===== config.mk =====
export PLATFORM = sky130hd
export DESIGN_NAME = keypad_entry_flat
export DESIGN_NICKNAME = d
export VERILOG_FILES = /design/src/rtl/keypad_pkg.sv /design/src/rtl/keypad_entry_if.sv /design/src/rtl/keypad_key_decoder.sv /design/src/rtl/keypad_entry.sv /design/src/flat_wrapper.sv
export SDC_FILE = /design/constraint.sdc
export NUM_CORES = 1
export LEC_CHECK = 0
export ABC_CLOCK_PERIOD_IN_PS = 3900
export CAP_MARGIN = 20
export CORE_MARGIN = 2
export CORE_UTILIZATION = 52
export CTS_CLUSTER_SIZE = 25
export DETAILED_ROUTE_END_ITERATION = 6
export GPL_ROUTABILITY_DRIVEN = 0
export PLACE_DENSITY = 0.84
export SLEW_MARGIN = 20
export SYNTH_ARGS = -nofsm -noshare
export SYNTH_HDL_FRONTEND = slang
export SYNTH_SLANG_ARGS = --single-unit

===== constraint.sdc =====
create_clock -name clock -period 3.9 [get_ports clock]
set_clock_uncertainty 0.15 [all_clocks]
set_input_delay 0.39 -clock clock [delete_from_list [all_inputs] [get_ports clock]]
set_output_delay 0.39 -clock clock [all_outputs]
set_load 0.02 [all_outputs]

===== src/rtl/keypad_pkg.sv =====
// keypad_pkg: shared constants and types for keypad key consumers.
//   - Key code constants for the editing keys (digits are codes 0-9).
//   - key_class_e: classification of a scanner key code.
//   - entry_state_e: occupancy state of the BCD entry buffer.
//   - state_for_count(): maps a digit count to its entry state.
package keypad_pkg;

    localparam int BCD_W = 4;

    localparam logic [3:0] KEY_BACKSPACE = 4'd10;
    localparam logic [3:0] KEY_CLEAR     = 4'd11;
    localparam logic [3:0] KEY_ENTER     = 4'd14;

    typedef enum logic [2:0] {
        DIGIT,
        BACKSPACE,
        CLEAR,
        ENTER,
        IGNORED
    } key_class_e;

    typedef enum logic [1:0] {
        EMPTY,
        ENTRY,
        FULL
    } entry_state_e;

    function automatic entry_state_e state_for_count(input logic [3:0] count,
                                                     input logic [3:0] full_count);
        if (count == 4'd0) begin
            return EMPTY;
        end else if (count >= full_count) begin
            return FULL;
        end
        return ENTRY;
    endfunction

endpackage


===== src/rtl/keypad_entry_if.sv =====
// keypad_entry_if: key stream in, entry/commit bus out.
//   key_code, data_ready      : scanner -> entry (strobe qualifies key_code)
//   digits, digit_count       : live BCD entry for the display mux
//   value_bcd, value_valid    : committed entry with one-cycle valid pulse
//   overflow, timeout         : sticky drop flag, auto-clear pulse
// master = key source / result consumer side, slave = keypad_entry.
interface keypad_entry_if #(
    parameter int NUM_DIGITS = 4
);
    logic [3:0]                             key_code;
    logic                                   data_ready;
    logic [keypad_pkg::BCD_W*NUM_DIGITS-1:0] digits;
    logic [3:0]                             digit_count;
    logic [keypad_pkg::BCD_W*NUM_DIGITS-1:0] value_bcd;
    logic                                   value_valid;
    logic                                   overflow;
    logic                                   timeout;

    modport master (
        output key_code, data_ready,
        input  digits, digit_count, value_bcd, value_valid, overflow, timeout
    );

    modport slave (
        input  key_code, data_ready,
        output digits, digit_count, value_bcd, value_valid, overflow, timeout
    );
endinterface


===== src/rtl/keypad_key_decoder.sv =====
// keypad_key_decoder: combinational classification of a 4-bit key code.
//   key_code_i  : raw key code from the scanner
//   key_class_o : DIGIT / BACKSPACE / CLEAR / ENTER / IGNORED
//   digit_o     : digit value for DIGIT keys, 0 otherwise
module keypad_key_decoder
    import keypad_pkg::*;
(
    input  logic [3:0] key_code_i,
    output key_class_e key_class_o,
    output logic [3:0] digit_o
);

    always_comb begin
        key_class_o = IGNORED;
        digit_o     = 4'd0;
        if (key_code_i <= 4'd9) begin
            key_class_o = DIGIT;
            digit_o     = key_code_i;
        end else begin
            case (key_code_i)
                KEY_BACKSPACE: key_class_o = BACKSPACE;
                KEY_CLEAR:     key_class_o = CLEAR;
                KEY_ENTER:     key_class_o = ENTER;
                default:       key_class_o = IGNORED;
            endcase
        end
    end

endmodule


===== src/rtl/keypad_entry.sv =====
// keypad_entry: BCD entry buffer with backspace/clear/enter editing.
//   clock, reset : system clock, synchronous active-high reset
//   bus (slave)  : key_code/data_ready in; digits, digit_count, value_bcd,
//                  value_valid, overflow, timeout out
// Digits shift in at nibble 0 (most recent digit least significant).
// Every accepted key takes effect on the cycle after its strobe.
// Optional macro KEYPAD_ENTRY_TIMEOUT_EN adds an idle auto-clear after
// TIMEOUT_CYCLES cycles without a strobe while the buffer is non-empty.
module keypad_entry
    import keypad_pkg::*;
#(
    parameter int NUM_DIGITS     = 4,
    parameter int TIMEOUT_CYCLES = 50000000
) (
    input  logic          clock,
    input  logic          reset,
    keypad_entry_if.slave bus
);

    localparam int         W          = BCD_W * NUM_DIGITS;
    localparam logic [3:0] FULL_COUNT = 4'(NUM_DIGITS);

    if (NUM_DIGITS < 1 || NUM_DIGITS > 8 || TIMEOUT_CYCLES < 1) begin : g_bad_param
        $error("keypad_entry: NUM_DIGITS must be 1..8 and TIMEOUT_CYCLES >= 1");
    end

    key_class_e   key_class;
    logic [3:0]   key_digit;

    logic [W-1:0] digits_q, digits_d;
    logic [3:0]   count_q, count_d;
    entry_state_e state_q, state_d;
    logic [W-1:0] value_q, value_d;
    logic         valid_q, valid_d;
    logic         ovf_q, ovf_d;
    logic         timeout_q, timeout_d;
    logic         expire;

    keypad_key_decoder u_decoder (
        .key_code_i  (bus.key_code),
        .key_class_o (key_class),
        .digit_o     (key_digit)
    );

`ifdef KEYPAD_ENTRY_TIMEOUT_EN
    localparam int TW = $clog2(TIMEOUT_CYCLES + 1);

    logic [TW-1:0] idle_q, idle_d;

    // Any strobe (even an ignored code) counts as activity and restarts
    // the count; expiry fires on the cycle the count would hit the limit.
    always_comb begin
        idle_d = idle_q;
        expire = 1'b0;
        if (bus.data_ready || state_q == EMPTY) begin
            idle_d = '0;
        end else if (idle_q == TW'(TIMEOUT_CYCLES - 1)) begin
            idle_d = '0;
            expire = 1'b1;
        end else begin
            idle_d = idle_q + 1'b1;
        end
    end

    always_ff @(posedge clock) begin
        if (reset) begin
            idle_q <= '0;
        end else begin
            idle_q <= idle_d;
        end
    end
`else
    assign expire = 1'b0;
`endif

    always_comb begin
        digits_d  = digits_q;
        count_d   = count_q;
        value_d   = value_q;
        ovf_d     = ovf_q;
        valid_d   = 1'b0;
        timeout_d = 1'b0;
        if (bus.data_ready) begin
            case (key_class)
                DIGIT: begin
                    if (state_q != FULL) begin
                        digits_d = (digits_q << BCD_W) | W'(key_digit);
                        count_d  = count_q + 4'd1;
                    end else begin
                        ovf_d = 1'b1;
                    end
                end
                BACKSPACE: begin
                    if (state_q != EMPTY) begin
                        digits_d = digits_q >> BCD_W;
                        count_d  = count_q - 4'd1;
                        ovf_d    = 1'b0;
                    end
                end
                CLEAR: begin
                    digits_d = '0;
                    count_d  = 4'd0;
                    ovf_d    = 1'b0;
                end
                ENTER: begin
                    if (state_q != EMPTY) begin
                        value_d  = digits_q;
                        valid_d  = 1'b1;
                        digits_d = '0;
                        count_d  = 4'd0;
                        ovf_d    = 1'b0;
                    end
                end
                default: ;
            endcase
        end else if (expire) begin
            digits_d  = '0;
            count_d   = 4'd0;
            ovf_d     = 1'b0;
            timeout_d = 1'b1;
        end
        state_d = state_for_count(count_d, FULL_COUNT);
    end

    always_ff @(posedge clock) begin
        if (reset) begin
            digits_q  <= '0;
            count_q   <= 4'd0;
            state_q   <= EMPTY;
            value_q   <= '0;
            valid_q   <= 1'b0;
            ovf_q     <= 1'b0;
            timeout_q <= 1'b0;
        end else begin
            digits_q  <= digits_d;
            count_q   <= count_d;
            state_q   <= state_d;
            value_q   <= value_d;
            valid_q   <= valid_d;
            ovf_q     <= ovf_d;
            timeout_q <= timeout_d;
        end
    end

    assign bus.digits      = digits_q;
    assign bus.digit_count = count_q;
    assign bus.value_bcd   = value_q;
    assign bus.value_valid = valid_q;
    assign bus.overflow    = ovf_q;
    assign bus.timeout     = timeout_q;

endmodule

===== src/flat_wrapper.sv =====
// flat-port wrapper written by rule: the top's interface ports become plain ports
module keypad_entry_flat import keypad_pkg::*;
#(
    parameter int NUM_DIGITS     = 4,
    parameter int TIMEOUT_CYCLES = 50000000
)
  (clock, reset, bus_key_code, bus_data_ready, bus_digits, bus_digit_count, bus_value_bcd, bus_value_valid, bus_overflow, bus_timeout);
  keypad_entry_if #(.NUM_DIGITS(NUM_DIGITS)) bus_i ();
  input  logic clock;
  input  logic reset;
  input wire logic [$bits(bus_i.key_code)-1:0] bus_key_code;
  input wire logic [$bits(bus_i.data_ready)-1:0] bus_data_ready;
  output wire logic [$bits(bus_i.digits)-1:0] bus_digits;
  output wire logic [$bits(bus_i.digit_count)-1:0] bus_digit_count;
  output wire logic [$bits(bus_i.value_bcd)-1:0] bus_value_bcd;
  output wire logic [$bits(bus_i.value_valid)-1:0] bus_value_valid;
  output wire logic [$bits(bus_i.overflow)-1:0] bus_overflow;
  output wire logic [$bits(bus_i.timeout)-1:0] bus_timeout;
  assign bus_i.key_code = bus_key_code;
  assign bus_i.data_ready = bus_data_ready;
  assign bus_digits = bus_i.digits;
  assign bus_digit_count = bus_i.digit_count;
  assign bus_value_bcd = bus_i.value_bcd;
  assign bus_value_valid = bus_i.value_valid;
  assign bus_overflow = bus_i.overflow;
  assign bus_timeout = bus_i.timeout;
  keypad_entry #(.NUM_DIGITS(NUM_DIGITS), .TIMEOUT_CYCLES(TIMEOUT_CYCLES)) u_core (.clock(clock), .reset(reset), .bus(bus_i));
endmodule

== Word level (Yosys, flattened, before mapping) ==
Cells that the tools add are included.

* $add $sub $neg: 2
* $lt $le $gt $ge: 2
* Equality and inequality tests: 12
* Muxes and demuxes: 21
* Bitwise operators: 4
* Reduce and logical (&&, ||, !) cells: 11

{| class="wikitable"
|+ Operators by type and width
! operator !! number
|-
| case mux 16 bit (4 select lines) || 1
|-
| two-way mux 16 bit || 3
|-
| two-way mux 4 bit || 5
|-
| OR 16 x 4 -> 16 bit || 1
|-
| case mux 4 bit (4 select lines) || 1
|-
| equality test 4 bit, second input constant || 3
|-
| case mux 3 bit (3 select lines) || 1
|-
| inequality test 2 x 1 -> 1 bit, second input constant || 4
|-
| two-way mux 1 bit || 7
|-
| equality test 3 x 2 -> 1 bit, second input constant || 2
|-
| OR reduction 3 bit || 2
|-
| AND reduction 5 bit || 1
|-
| adder 4 x 1 -> 4 bit, second input constant || 1
|-
| greater-or-equal comparator 4 x 3 -> 1 bit, second input constant || 1
|-
| less-or-equal comparator 4 bit, second input constant || 1
|-
| logical NOT 4 bit || 1
|-
| inequality test 2 bit, second input constant || 2
|-
| AND reduction 4 bit || 1
|-
| nonzero test 4 bit || 1
|-
| subtractor 4 x 1 -> 4 bit, second input constant || 1
|-
| equality test 3 x 1 -> 1 bit, second input constant || 1
|-
| logical NOT 3 bit || 1
|-
| two-way mux 3 bit || 1
|-
| inverter 1 bit || 3
|-
| other kinds (6) || 6
|}

* Register bits after elaboration: 40
* Input port bits: 7
* Output and inout port bits: 39
* Word-level logic and storage cells: 59

== Depth between registers and ports, before layout ==
Gate-level depths: netlist (run 1).

* Depth in word-level cells: 11
* Gate-level depth with buffers: 8
* Mapped depth without buffers: 7

== Modules after synthesis ==
From an unflattened synthesis (run 1), not the netlist that was laid out.

* Cell total of the unflattened synthesis: 244
* Area total of the unflattened synthesis: 1,968.1 um2

{| class="wikitable"
|+ Modules (own cells, without submodules)
! module !! instances !! cells each !! area each (um2) !! sequential area each (um2)
|-
| keypad_entry || 1 || 232 || 1,904.3 || 800.8
|-
| keypad_key_decoder || 1 || 12 || 63.8 || 0.0
|}

== Worst setup path after synthesis (run 1) ==
No wires, ideal clock.

* Path kind: reg-to-reg
* From: reg u_core.count_q[0], in the netlist u_core.bus.digit_count[0]
* To: reg u_core.state_q[0]
* Setup time: 116 ps
* Data arrival time: 1,662 ps
* Data required time: 3,634 ps
* Setup slack: 1,971 ps
* Cell stages (with the launch flop): 8
* Buffers on the path: 0
* Clock period less this slack: 1,929 ps
* Cells stage by stage: dfxtp_1 > inv_1 > ha_1 > xor2_1 > o21ai_0 > a211oi_1 > o21ba_2 > o211a_1

* Word-level cells in the longest chain between the ends: 8
* Elaborated cells on any way between the ends: 13
* Classes of those cells: 2 x add/sub; 1 x order compare; 9 x mux; 1 x reduce/logical

{| class="wikitable"
|+ RTL lines
! element !! RTL line !! text
|-
| from (decl) || keypad_entry.sv:31 || <nowiki>logic [3:0] count_q, count_d;</nowiki>
|-
| from (signal assigned) || keypad_entry.sv:136 || <nowiki>count_q <= count_d;</nowiki>
|-
| subtractor 4 x 1 -> 4 bit / adder 4 x 1 -> 4 bit (equally long branches) || keypad_entry.sv:96, keypad_entry.sv:88 ||
|-
| two-way mux 4 bit, on equally long branches || keypad_entry.sv:94, keypad_entry.sv:86 ||
|-
| case mux 4 bit (4 select lines) || keypad_entry.sv:84 || <nowiki>case (key_class)</nowiki>
|-
| two-way mux 4 bit * || keypad_entry.sv:83 || <nowiki>if (bus.data_ready) begin</nowiki>
|-
| greater-or-equal comparator 4 x 3 -> 1 bit || keypad_pkg.sv:32 || <nowiki>end else if (count >= full_count) begin</nowiki>
|-
| two-way mux 1 bit || keypad_pkg.sv:32 ||
|-
| two-way mux 1 bit || keypad_pkg.sv:30 || <nowiki>if (count == 4'd0) begin</nowiki>
|-
| two-way mux 1 bit * || keypad_pkg.sv:35 || <nowiki>return ENTRY;</nowiki>
|-
| to (signal assigned) || keypad_entry.sv:137 || <nowiki>state_q <= state_d;</nowiki>
|-
| to (decl) || keypad_entry.sv:32 || <nowiki>entry_state_e state_q, state_d;</nowiki>
|}

Mark *: on every way between the ends. The rest lies on a longest branch, timed or not.
A chain may end at the register's enable or synchronous reset.

== Worst setup path after layout (run 1) ==
* From: in bus_key_code[2]
* To: reg u_core.digits_q[7], in the netlist u_core.bus.digits[7]

* Word-level cells in the longest chain between the ends: 6
* Elaborated cells on any way between the ends: 16
* Classes of those cells: 1 x order compare; 9 x eq/ne; 3 x mux; 3 x reduce/logical

{| class="wikitable"
|+ RTL lines
! element !! RTL line !! text
|-
| from (decl) || flat_wrapper.sv:11 || <nowiki>input wire logic [$bits(bus_i.key_code)-1:0] bus_key_code;</nowiki>
|-
| equality test 4 bit || keypad_key_decoder.sv:20 || <nowiki>case (key_code_i)</nowiki>
|-
| case mux 3 bit (3 select lines) || keypad_key_decoder.sv:20 ||
|-
| two-way mux 3 bit * || keypad_key_decoder.sv:16 || <nowiki>if (key_code_i <= 4'd9) begin</nowiki>
|-
| equality test 3 x 2 -> 1 bit (tied with other cells) || keypad_entry.sv:84 ||
|-
| inequality test 2 x 1 -> 1 bit (no line) / nonzero test 4 bit (equally long branches) || n/a ||
|-
| AND reduction 5 bit (no line) || n/a ||
|-
| to (signal assigned) || keypad_entry.sv:135 || <nowiki>digits_q <= digits_d;</nowiki>
|-
| to (decl) || keypad_entry.sv:30 || <nowiki>logic [W-1:0] digits_q, digits_d;</nowiki>
|}

Marked as above.

==> results of run 1 <==
[state kept, by name, summed over array words and instances, names as in the netlist]
register	cells
u_core.bus.value_bcd	16
u_core.bus.digits	16
u_core.bus.value_valid	1
u_core.bus.digit_count	4
u_core.bus.overflow	1
u_core.state_q	2
[logic make-up after synthesis]
logic type,synth area share
other,0.00200
muxes,0.0907
DFF,0.427
AOI/OAI and AO/OA,0.191
adders and majority gates,0.0200
and+or+nand+nor,0.218
xor gates and xnor gates,0.00467
buffers and inverters,0.0467
[how the worst max path moves through the flow]
stage | startpoint | endpoint | slack [ns] | cells past startpoint
5_1_grt | bus_key_code[2] | u_core.bus.digits[7] | 1.51 | 6
4_1_cts | bus_key_code[2] | u_core.bus.digits[7] | 1.65 | 6
3_5_place_dp | bus_key_code[2] | u_core.bus.digits[7] | 1.29 | 6
2_1_floorplan | u_core.bus.digit_count[0] | u_core.state_q[0] | 1.97 | 7
3_3_place_gp | bus_key_code[2] | u_core.bus.digits[7] | 1.29 | 6
6_report | bus_key_code[2] | u_core.bus.digits[7] | 1.65 | 6
[per-layer routing]
| layer | global-route usage | wire length, um | up-vias |
|---|---|---|---|
| li1 | - | - | 814 |
| met1 | 0.300 | 1990 | 778 |
| met2 | 0.314 | 1840 | 57 |
| met3 | 0.0475 | 286 | 7 |
| met4 | 0.0625 | 53 | 0 |
| met5 | 0 | 0 | - |
[layout make-up]
cell class                 count  area [um^2]
timing repair buffer          46          455
tap                           46         57.6
multi-input combinational    146          987
clock buffer                   6         51.3
fill                         261          980
inverter                       5         18.8
sequential                    40          801
clock inverter                 2         38.8
[stage by stage]
step | hold WS (ns) | utilization | cell area, um^2 | cells
6_report | 0.350 | 0.711 | 2410 | 291
3_3_place_gp | 0.321 | 0.684 | 2320 | 283
4_1_cts | 0.352 | 0.711 | 2410 | 291
5_1_grt | 0.387 | 0.711 | 2410 | 291
2_1_floorplan | 0.321 | - | 1880 | 204
3_5_place_dp | 0.332 | 0.684 | 2320 | 283
[worst max-delay path, stage by stage]
cell and delay, ns:
clkdlybuf4s50_1 0.61, o21a_1 0.35, and2_4 0.20, o31ai_4 0.51, a221oi_1 0.10, a211oi_1 0.22
[power by group]
part | total (W) | internal [W] | leakage, nW | switching (W)
Clock | 0.000297 | 0.000154 | 0.0484 | 0.000143
Combinational | 0.000139 | 0.0000607 | 0.465 | 0.0000784
Sequential | 0.000446 | 0.000424 | 0.325 | 0.0000222
[cell usage in the layout, fill, tap and decap left out, types with 2 or more instances in the layout]
| cell type | Yosys | routed |
|---|---|---|
| clkdlybuf4s50_1 | 0 | 44 |
| dfxtp_1 | 40 | 40 |
| nor2_1 | 32 | 32 |
| mux2i_1 | 17 | 17 |
| nand2_1 | 12 | 12 |
| a221oi_1 | 10 | 10 |
| a21oi_1 | 10 | 10 |
| nand3_1 | 7 | 7 |
| nor3_1 | 6 | 6 |
| inv_1 | 5 | 5 |
| clkbuf_4 | 0 | 5 |
| nor3_2 | 4 | 4 |
| a211oi_1 | 4 | 4 |
| o21ai_0 | 4 | 4 |
| ha_1 | 3 | 3 |
| o21a_1 | 2 | 2 |
| o21ai_1 | 2 | 2 |
| nand3b_1 | 2 | 2 |
| nor4_1 | 2 | 2 |
| a211o_1 | 2 | 2 |
| o22ai_1 | 2 | 2 |
| a21o_1 | 2 | 2 |
| buf_4 | 2 | 2 |
==> impl_results.md, run 1 <==
* Power Density at around 370 mW/mm^2
* Worst-skew pair later-pin latency at between 0.3 and 0.4 ns
* H-tree depth at 2
* Core Area at 0.00339 mm^2
* Initial antenna violation count at 0
* DRC errors left at 0
* Yosys warning count at 0
* Die height at between 60 and 70 um
* # Post-CTS Setup Buffers at 0
* Slew HR at 0.586
* Final #Nets at 254
* Total grt overflow at 0
* Max-cap violation count at 0
* Initial Utilization at 0.553
* Post-synth net total at approximately 210
* Status: completed
* Ys flop type: dfxtp_1
* CP required at around 4.0 ns
* Reg-to-reg slack, setup at 1.97 ns
* DR vias/cell at ~5.7
* Total GRT Usage at 0.210
* Initial DRC Count at approximately 140
* Clk pin slew, worst setup/hold paths at roughly 0.12 ns
* Pins Over Slew Limit at 0
* Smallest setup slack after layout at around 1.6 ns
* WS Path Type: in -> reg
* Worst Setup Start Kind: input port
* Post-layout total power at a little under 0.0009 W
* Setup WS pre-CTS at 1.29 ns
* Io pins at 46
* RSZ-0062 raised after global routing: false
* Share of the synthesized area in the top cell type at 0.427
* # rows at 21
* Final Cycle Share at 0.578
* Clk buf depth at 2
* Number of enable flip-flop cells after synthesis at 0
* Port bufs at 44
* Top cells by area, synth: dfxtp_1, mux2i_1, nor2_1
* Count leader, synth: dfxtp_1
* Max Fanout on Critical Path at 17
* Final wirelength at about 4200 um
* Capturing point of the worst reg2reg path: u_core.state_q[0]
* Chip Width at between 60 and 70 um
* Layout cells sized above 1 at 0.106
* Crit. End Element: flip-flop
* Cts hold-fix bufs at 0
* Via count at roughly 1700
* Worst R2R Path Depth at 5
* Clk sinks at 40
* Max IR drop VDD at between 0.3 and 0.4 mV
* Leading area contributor after synthesis: dfxtp_1
* Unique masters post-synth at 47
* Hold path endpoint: u_core.bus.digits[12]
* CTS Root Cell: clkbuf_4
* Origin of the critical flop-to-flop path: u_core.state_q[0]
* Hold Startpoint: u_core.bus.digits[12]
* Hold/Removal Path Class: reg -> reg
* Hold path depth at 2
* Register area share after synthesis at 0.427
* ANT cells at 0
* Post-CTS sizing at 0
* CTS Buf Count at 5
* Synth Area per Inst at a little over 9 um^2
* Post-route ant nets at 0
* Least-Margin Pin Slew at 0.621 ns
* Crit path time final at 2.25 ns
* Endpoints failing hold at 0
* Register bit total from synthesis at 40
* Area Growth Syn to Fin at 28.5%
* CTS tree: yes
* Avg WL per Cell at ~14 um
* Final HPWL DP at 2800 um
* Cell Area, Synth at between 0.0015 and 0.002 mm^2
* Leak at ~0.84 nW
* Vias in the first global route at between 1000 and 1500
* TNS Setup at 0 ns
* TritonRoute pass-1 iters at 4
* Global-route wire length before repair at between 6000 and 7000 um
* Final setup fails at 0
* CP arrival at 2.39 ns
* Die area at a little over 0.004 mm^2
* Post-synth ARST share at 0
* Most frequent cells after synthesis: dfxtp_1, nor2_1, mux2i_1
* Largest net degree at the start of global routing at 40
* Post-Syn Instances at approximately 200
* Max Fclk at around 440 MHz
Note: power is estimated with default switching activity, not from simulation.
==> run 2: changes to the inputs <==
--- a/config.mk
+++ b/config.mk
@@ -5,14 +5,14 @@
 export SDC_FILE = /design/constraint.sdc
 export NUM_CORES = 1
 export LEC_CHECK = 0
-export ABC_CLOCK_PERIOD_IN_PS = 3900
+export ABC_CLOCK_PERIOD_IN_PS = 2300
 export CAP_MARGIN = 20
 export CORE_MARGIN = 2
-export CORE_UTILIZATION = 52
+export CORE_UTILIZATION = 49
 export CTS_CLUSTER_SIZE = 25
 export DETAILED_ROUTE_END_ITERATION = 6
 export GPL_ROUTABILITY_DRIVEN = 0
-export PLACE_DENSITY = 0.84
+export PLACE_DENSITY = 0.79
 export SLEW_MARGIN = 20
 export SYNTH_ARGS = -nofsm -noshare
 export SYNTH_HDL_FRONTEND = slang
==> constraint.sdc (replaced) <==
create_clock -name clock -period 2.3 [get_ports clock]
set_clock_uncertainty 0.15 [all_clocks]
set_input_delay 0.23 -clock clock [delete_from_list [all_inputs] [get_ports clock]]
set_output_delay 0.23 -clock clock [all_outputs]
set_load 0.02 [all_outputs]
==> run 2 against run 1 <==
Effect of this change: sequential share of layout area fell by 1.5 points; flip-flop and latch count is the same; critical path type unchanged; non-clock buffer count grew 9; clock-buffer cell count did not move; core utilization fell by 2.2 points; clock power is 100% higher; register-to-register slack got worse by 1.6 ns; sequential power grew 69%.
==> impl_results.md, run 2 (same netlist as run 1, synthesis figures left out) <==
* Vias in the first global route at 1484 (+5.5%)
* CTS tree: yes
* Worst R2R Path Depth at 7 (+2)
* WS Path Type: in -> reg
* CP required at 2.39 ns (-1.64 ns)
* Area Growth Syn to Fin at 34.6%
* ANT cells at 0 (unchanged)
* Final setup fails at 0 (unchanged)
* Final Non-Filler Cells at 302 (+3.8%)
* Initial DRC Count at 86 (-37%)
* Crit-path max cell delay at 0.58 ns (-0.03 ns)
* TNS Setup at 0 ns (unchanged)
* Max Fanout on Critical Path at 7 (-10)
* DRC errors left at 0 (unchanged)
* Die area at 0.00434 mm^2 (+5.7%)
* Via count at 1680 (+1.4%)
* Final wirelength at 4230 um (+1.3%)
* Core Area at 0.00366 mm^2 (+8.0%)
* Io pins at 46 (unchanged)
* Post-CTS sizing at 0 (unchanged)
* Chip Width at 65.9 um (+2.8%)
* Max-cap violation count at 0 (unchanged)
* DR vias/cell at 5.56 (-2.2%)
* Layout cells sized above 1 at 0.138 (+0.0317)
* RSZ-0062 raised after global routing: false
* Reg-to-reg slack, setup at 0.34 ns (-1.63 ns)
* TritonRoute pass-1 iters at 4 (unchanged)
* Most common cell after layout, fill and taps aside: clkdlybuf4s50_1
* CTS Buf Count at 5 (unchanged)
* Clk buf depth at 2 (unchanged)
* Endpoints failing hold at 0 (unchanged)
* Final Cycle Share at 0.857
* Initial Utilization at 0.512 (-0.0410)
* Placed cells at 294 (+3.9%)
* Port bufs at 44 (unchanged)
* Avg WL per Cell at 14.0 um (-2.4%)
* Die height at 65.9 um (+2.8%)
* # rows at 22 (+4.8%)
* Critical Path, Cell by Cell: clkdlybuf4s50_1 > and2b_1 > o21ai_1 > nor4_1 > a211oi_2 > o211a_1
* Initial antenna violation count at 0 (unchanged)
* CP arrival at 2.06 ns (-0.33 ns)
* Clk pin slew, worst setup/hold paths at 0.07 ns (-0.05 ns)
* Crit. path cell count at 6 (unchanged)
* Worst-skew pair later-pin latency at 0.29 ns (-0.07 ns)
* Hold path depth at 2 (unchanged)
* Largest net degree at the start of global routing at 29 (-28%)
* Max IR drop VDD at 0.474 mV (+42%)
* Power Density at 637 mW/mm^2 (+74%)
* Slowest library cell on the worst path: clkdlybuf4s50_1
* Slew HR at 0.667 (+0.0812)
* Final HPWL DP at 3070 um (+9.7%)
* Cts hold-fix bufs at 0 (unchanged)
* H-tree depth at 2 (unchanged)
* # Post-CTS Setup Buffers at 0 (unchanged)
* Worst Setup Start Kind: input port
* Least-Margin Pin Slew at 0.496 ns (-0.125 ns)
* Status: completed
* CTS Root Cell: clkbuf_8
* Fill cells at 313 (+20%)
* Most frequent cells in the layout: clkdlybuf4s50_1, dfxtp_1, nor2_1, mux2i_1, nand2_1
* Max Fclk at between 500 and 600 MHz
* Worst path buffer plus inverter count at 1 (unchanged)
* Final #Nets at 263 (+3.5%)
* Crit. End Element: flip-flop
* Total grt overflow at 0 (unchanged)
* Pins Over Slew Limit at 0 (unchanged)
* Leak at 0.898 nW (+7.1%)
* Clk sinks at 40 (unchanged)
* Hold/Removal Path Class: reg -> reg
* Global-route wire length before repair at 7130 um (+4.8%)
* Total GRT Usage at 0.215 (+0.00535)
* Post-route ant nets at 0 (unchanged)
* CP delay by family, top: compound AO/OA/AOI/OAI gates
* Crit path time final at approximately 2.0 ns
-- run 2: final timing paths --
kind,startpoint,endpoint
worst max-delay path,bus_key_code[0],u_core.state_q[0]
worst min-delay path,u_core.bus.value_bcd[0],u_core.bus.value_bcd[0]
worst max register to register,u_core.bus.digit_count[0],u_core.state_q[0]
worst min register to register,u_core.bus.value_bcd[0],u_core.bus.value_bcd[0]
-- run 2: stage by stage --
step / util / worst slack (ns) / hold WS (ns) / total power (W) / cell area (um^2)
2_1_floorplan: - / 0.371 / 0.161 / 0.000921 / 1880
3_3_place_gp: 0.656 / 0.0997 / 0.324 / 0.00102 / 2400
3_5_place_dp: 0.656 / 0.0593 / 0.330 / 0.00102 / 2400
4_1_cts: 0.689 / 0.332 / 0.348 / 0.00162 / 2520
5_1_grt: 0.689 / 0.182 / 0.367 / 0.00168 / 2520
6_report: 0.689 / 0.328 / 0.341 / 0.00161 / 2520
-- run 2: worst register-to-register path, stage by stage (launching register included) --
cell and delay, ns:
dfxtp_1 0.45, inv_1 0.09, ha_1 0.34, xor2_1 0.15
o21ai_0 0.17, a211oi_1 0.07, o21ba_2 0.21, o211a_1 0.22
-- run 2: layout make-up --
| class | instances | area, um^2 | share of cell area |
|---|---|---|---|
| Clock buffer | 6 | 82.6 | 0.0327 |
| Clock inverter | 2 | 38.8 | 0.0154 |
| Inverter | 5 | 18.8 | 0.00744 |
| Multi-Input combinational cell | 146 | 987 | 0.391 |
| Sequential cell | 40 | 801 | 0.317 |
| Tap cell | 48 | 60.1 | 0.0238 |
| Timing Repair Buffer | 55 | 536 | 0.212 |
-- run 2: metal layers --
metal / global-route usage / share of wire
met5: 0 / 0
met2: 0.318 / 0.47
met3: 0.0409 / 0.046
met1: 0.307 / 0.47
met4: 0.0833 / 0.016
-- run 2: power by group --
group / total [W] / switching, W / internal [W] / leakage (nW)
sequential: 0.000755 / 0.0000370 / 0.000718 / 0.325
combinational: 0.000252 / 0.000138 / 0.000114 / 0.512
clock: 0.000601 / 0.000246 / 0.000355 / 0.0614
total: 0.00161 / 0.000421 / 0.00119 / 0.898
==> run 3: changes to the inputs <==
--- a/config.mk
+++ b/config.mk
@@ -5,14 +5,14 @@
 export SDC_FILE = /design/constraint.sdc
 export NUM_CORES = 1
 export LEC_CHECK = 0
-export ABC_CLOCK_PERIOD_IN_PS = 2300
+export ABC_CLOCK_PERIOD_IN_PS = 2330
 export CAP_MARGIN = 20
 export CORE_MARGIN = 2
-export CORE_UTILIZATION = 49
+export CORE_UTILIZATION = 52
 export CTS_CLUSTER_SIZE = 25
 export DETAILED_ROUTE_END_ITERATION = 6
 export GPL_ROUTABILITY_DRIVEN = 0
-export PLACE_DENSITY = 0.79
+export PLACE_DENSITY = 0.84
 export SLEW_MARGIN = 20
 export SYNTH_ARGS = -nofsm -noshare
 export SYNTH_HDL_FRONTEND = slang
==> constraint.sdc (replaced) <==
create_clock -name clock -period 2.33 [get_ports clock]
set_clock_uncertainty 0.15 [all_clocks]
set_input_delay 0.233 -clock clock [delete_from_list [all_inputs] [get_ports clock]]
set_output_delay 0.233 -clock clock [all_outputs]
set_load 0.02 [all_outputs]
==> run 3 against run 2 <==
Effect of this change: sequential power fell by 1%; non-clock buffer count rose by 1; register-to-register slack got worse by 0.06 ns; flip-flop and latch count did not move; design area fell by 2.0%; hold slack improved by 0.013 ns; power fell by 14%; largest power group unchanged.
==> impl_results.md, run 3 (same netlist as run 1, synthesis figures left out) <==
* Power Density at 557 mW/mm^2 (-12%)
* RSZ-0062 raised after global routing: false
* Final wirelength at 4290 um (+1.3%)
* Clk sinks at 40 (unchanged)
* Status: completed
* Clk buf depth at 2 (unchanged)
* Leak at 0.872 nW (-2.9%)
* TritonRoute pass-1 iters at 4 (unchanged)
* Clk pin slew, worst setup/hold paths at 0.13 ns (+0.06 ns)
* Hold_ws at 0.354 ns (+0.0130 ns)
* Max Fanout on Critical Path at 7 (unchanged)
* Most common cell after layout, fill and taps aside: clkdlybuf4s50_1
* Combinational share of power at 0.181 (+0.024)
* Core Area at 0.00339 mm^2 (-7.4%)
* Switching share of power at 0.297 (+0.0351)
* CTS Buf Count at 5 (unchanged)
* Part of the power in registers at 0.541 (+0.071)
* ANT cells at 0 (unchanged)
* Hold/Removal Path Class: reg -> reg
* Internal power at 0.000969 W (-18%)
* CP required at 2.45 ns (+0.06 ns)
* Endpoints failing hold at 0 (unchanged)
* DR vias/cell at 5.70 (+2.4%)
* Die area at 0.00410 mm^2 (-5.4%)
* Via count at 1715 (+2.1%)
* # rows at 21 (-4.5%)
* CTS Root Cell: clkbuf_4
* Max-cap violation count at 0 (unchanged)
* CP startpoint: u_core.bus.digit_count[0]
* Max IR drop VDD at 0.427 mV (-10%)
* Critical Path, Cell by Cell: inv_1 > ha_1 > xor2_1 > o21ai_0 > a211oi_1 > o21ba_2 > o211a_1
* Layout cells sized above 1 at 0.141 (+0.00338)
* Worst-skew pair later-pin latency at 0.36 ns (+0.07 ns)
* Avg WL per Cell at 14.2 um (+1.7%)
* Global-route wire length before repair at 7180 um (+0.77%)
* Post-route ant nets at 0 (unchanged)
* Die height at 64.1 um (-2.8%)
* Total grt overflow at 0 (unchanged)
* Cts hold-fix bufs at 0 (unchanged)
* Placed instance area at 0.00241 mm^2 (+0.21%)
* Hold Startpoint: u_core.bus.value_bcd[10]
* Placed cells at 293 (-0.34%)
* Final HPWL DP at 3020 um (-1.7%)
* Final Non-Filler Cells at 301 (-0.33%)
* DRC errors left at 0 (unchanged)
* # Post-CTS Setup Buffers at 0 (unchanged)
* Chip Width at 64.1 um (-2.8%)
* WS Path Type: reg -> reg
* Design Area, Final at 0.00247 mm^2 (-2.0%)
* CP arrival at 2.17 ns (+0.11 ns)
* Area Growth Syn to Fin at 31.9%
* Initial Utilization at 0.553 (+0.0410)
* Slowest library cell on the worst path: dfxtp_1
* Total GRT Usage at 0.225 (+0.0101)
* Clock Power Share at 0.278 (-0.096)
* Reg-to-reg slack, setup at 0.28 ns (-0.06 ns)
* Port bufs at 44 (unchanged)
* H-tree depth at 2 (unchanged)
* Largest net degree at the start of global routing at 25 (-14%)
* Post-layout total power at 0.00138 W (-14%)
* TNS Setup at 0 ns (unchanged)
* Io pins at 46 (unchanged)
* Max Fclk at between 400 and 500 MHz
* Final setup fails at 0 (unchanged)
* Crit-path max cell delay at 0.48 ns (-0.10 ns)
* Origin of the critical flop-to-flop path: u_core.bus.digit_count[0]
* CTS tree: yes
* Worst Setup Start Kind: flip-flop
* Initial DRC Count at 105 (+22%)
* P_sw at 0.000409 W (-2.7%)
* Pins Over Slew Limit at 0 (unchanged)
* Post-CTS sizing at 0 (unchanged)
* Crit. End Element: flip-flop
* Final #Nets at 264 (+0.38%)
* Crit path time final at ~2.0 ns
* Final Cycle Share at 0.879
* Vias in the first global route at 1532 (+3.2%)
* Initial antenna violation count at 0 (unchanged)
* Most frequent cells in the layout: clkdlybuf4s50_1, dfxtp_1, nor2_1, mux2i_1, nand2_1
-- run 3: final timing paths --
| path | to | cells after the start |
|---|---|---|
| worst min register to register | u_core.bus.value_bcd[10] | 2 |
| worst max register to register | u_core.state_q[0] | 7 |
| worst min-delay path | u_core.bus.value_bcd[10] | 2 |
| worst max-delay path | u_core.state_q[0] | 7 |
-- run 3: critical path: cells and delay by family, from the launching register on --
family          cells  cell delay (ns)
compound gates      4             0.71
xor+xnor            1             0.15
fa+ha+maj           1             0.35
buf+inv             1             0.11
flops               1             0.48
-- run 3: layout make-up --
cell class / count / area [um^2]
fill: 249 / 916
tap: 46 / 57.6
inverter: 5 / 18.8
clock inverter: 2 / 15.0
sequential: 40 / 801
timing repair buffer: 56 / 543
multi-input combinational: 146 / 987
clock buffer: 6 / 51.3
-- run 3: power groups by stage --
stage / sequential (W) / clock, W / combinational, W
floorplan: 0.000779 / 0 / 0.000130
global placement: 0.000760 / 0 / 0.000244
detailed placement: 0.000761 / 0 / 0.000248
CTS: 0.000745 / 0.000386 / 0.000250
global route: 0.000750 / 0.000420 / 0.000273
finish: 0.000746 / 0.000383 / 0.000250
-- run 3: routing by layer --
layer	vias to the layer above	track usage	wire length [um]
met1	805	0.307	2030
met4	0	0.0734	58
li1	843	-	-
met3	6	0.0563	249
met2	61	0.348	1950
met5	-	0	0
-- run 3: metrics by stage --
stage,setup WS (ns),utilization
after floorplan,0.401,-
after global placement,0.147,0.710
after detailed placement,0.148,0.710
after CTS,0.317,0.730
after global routing,0.198,0.730
final,0.282,0.730
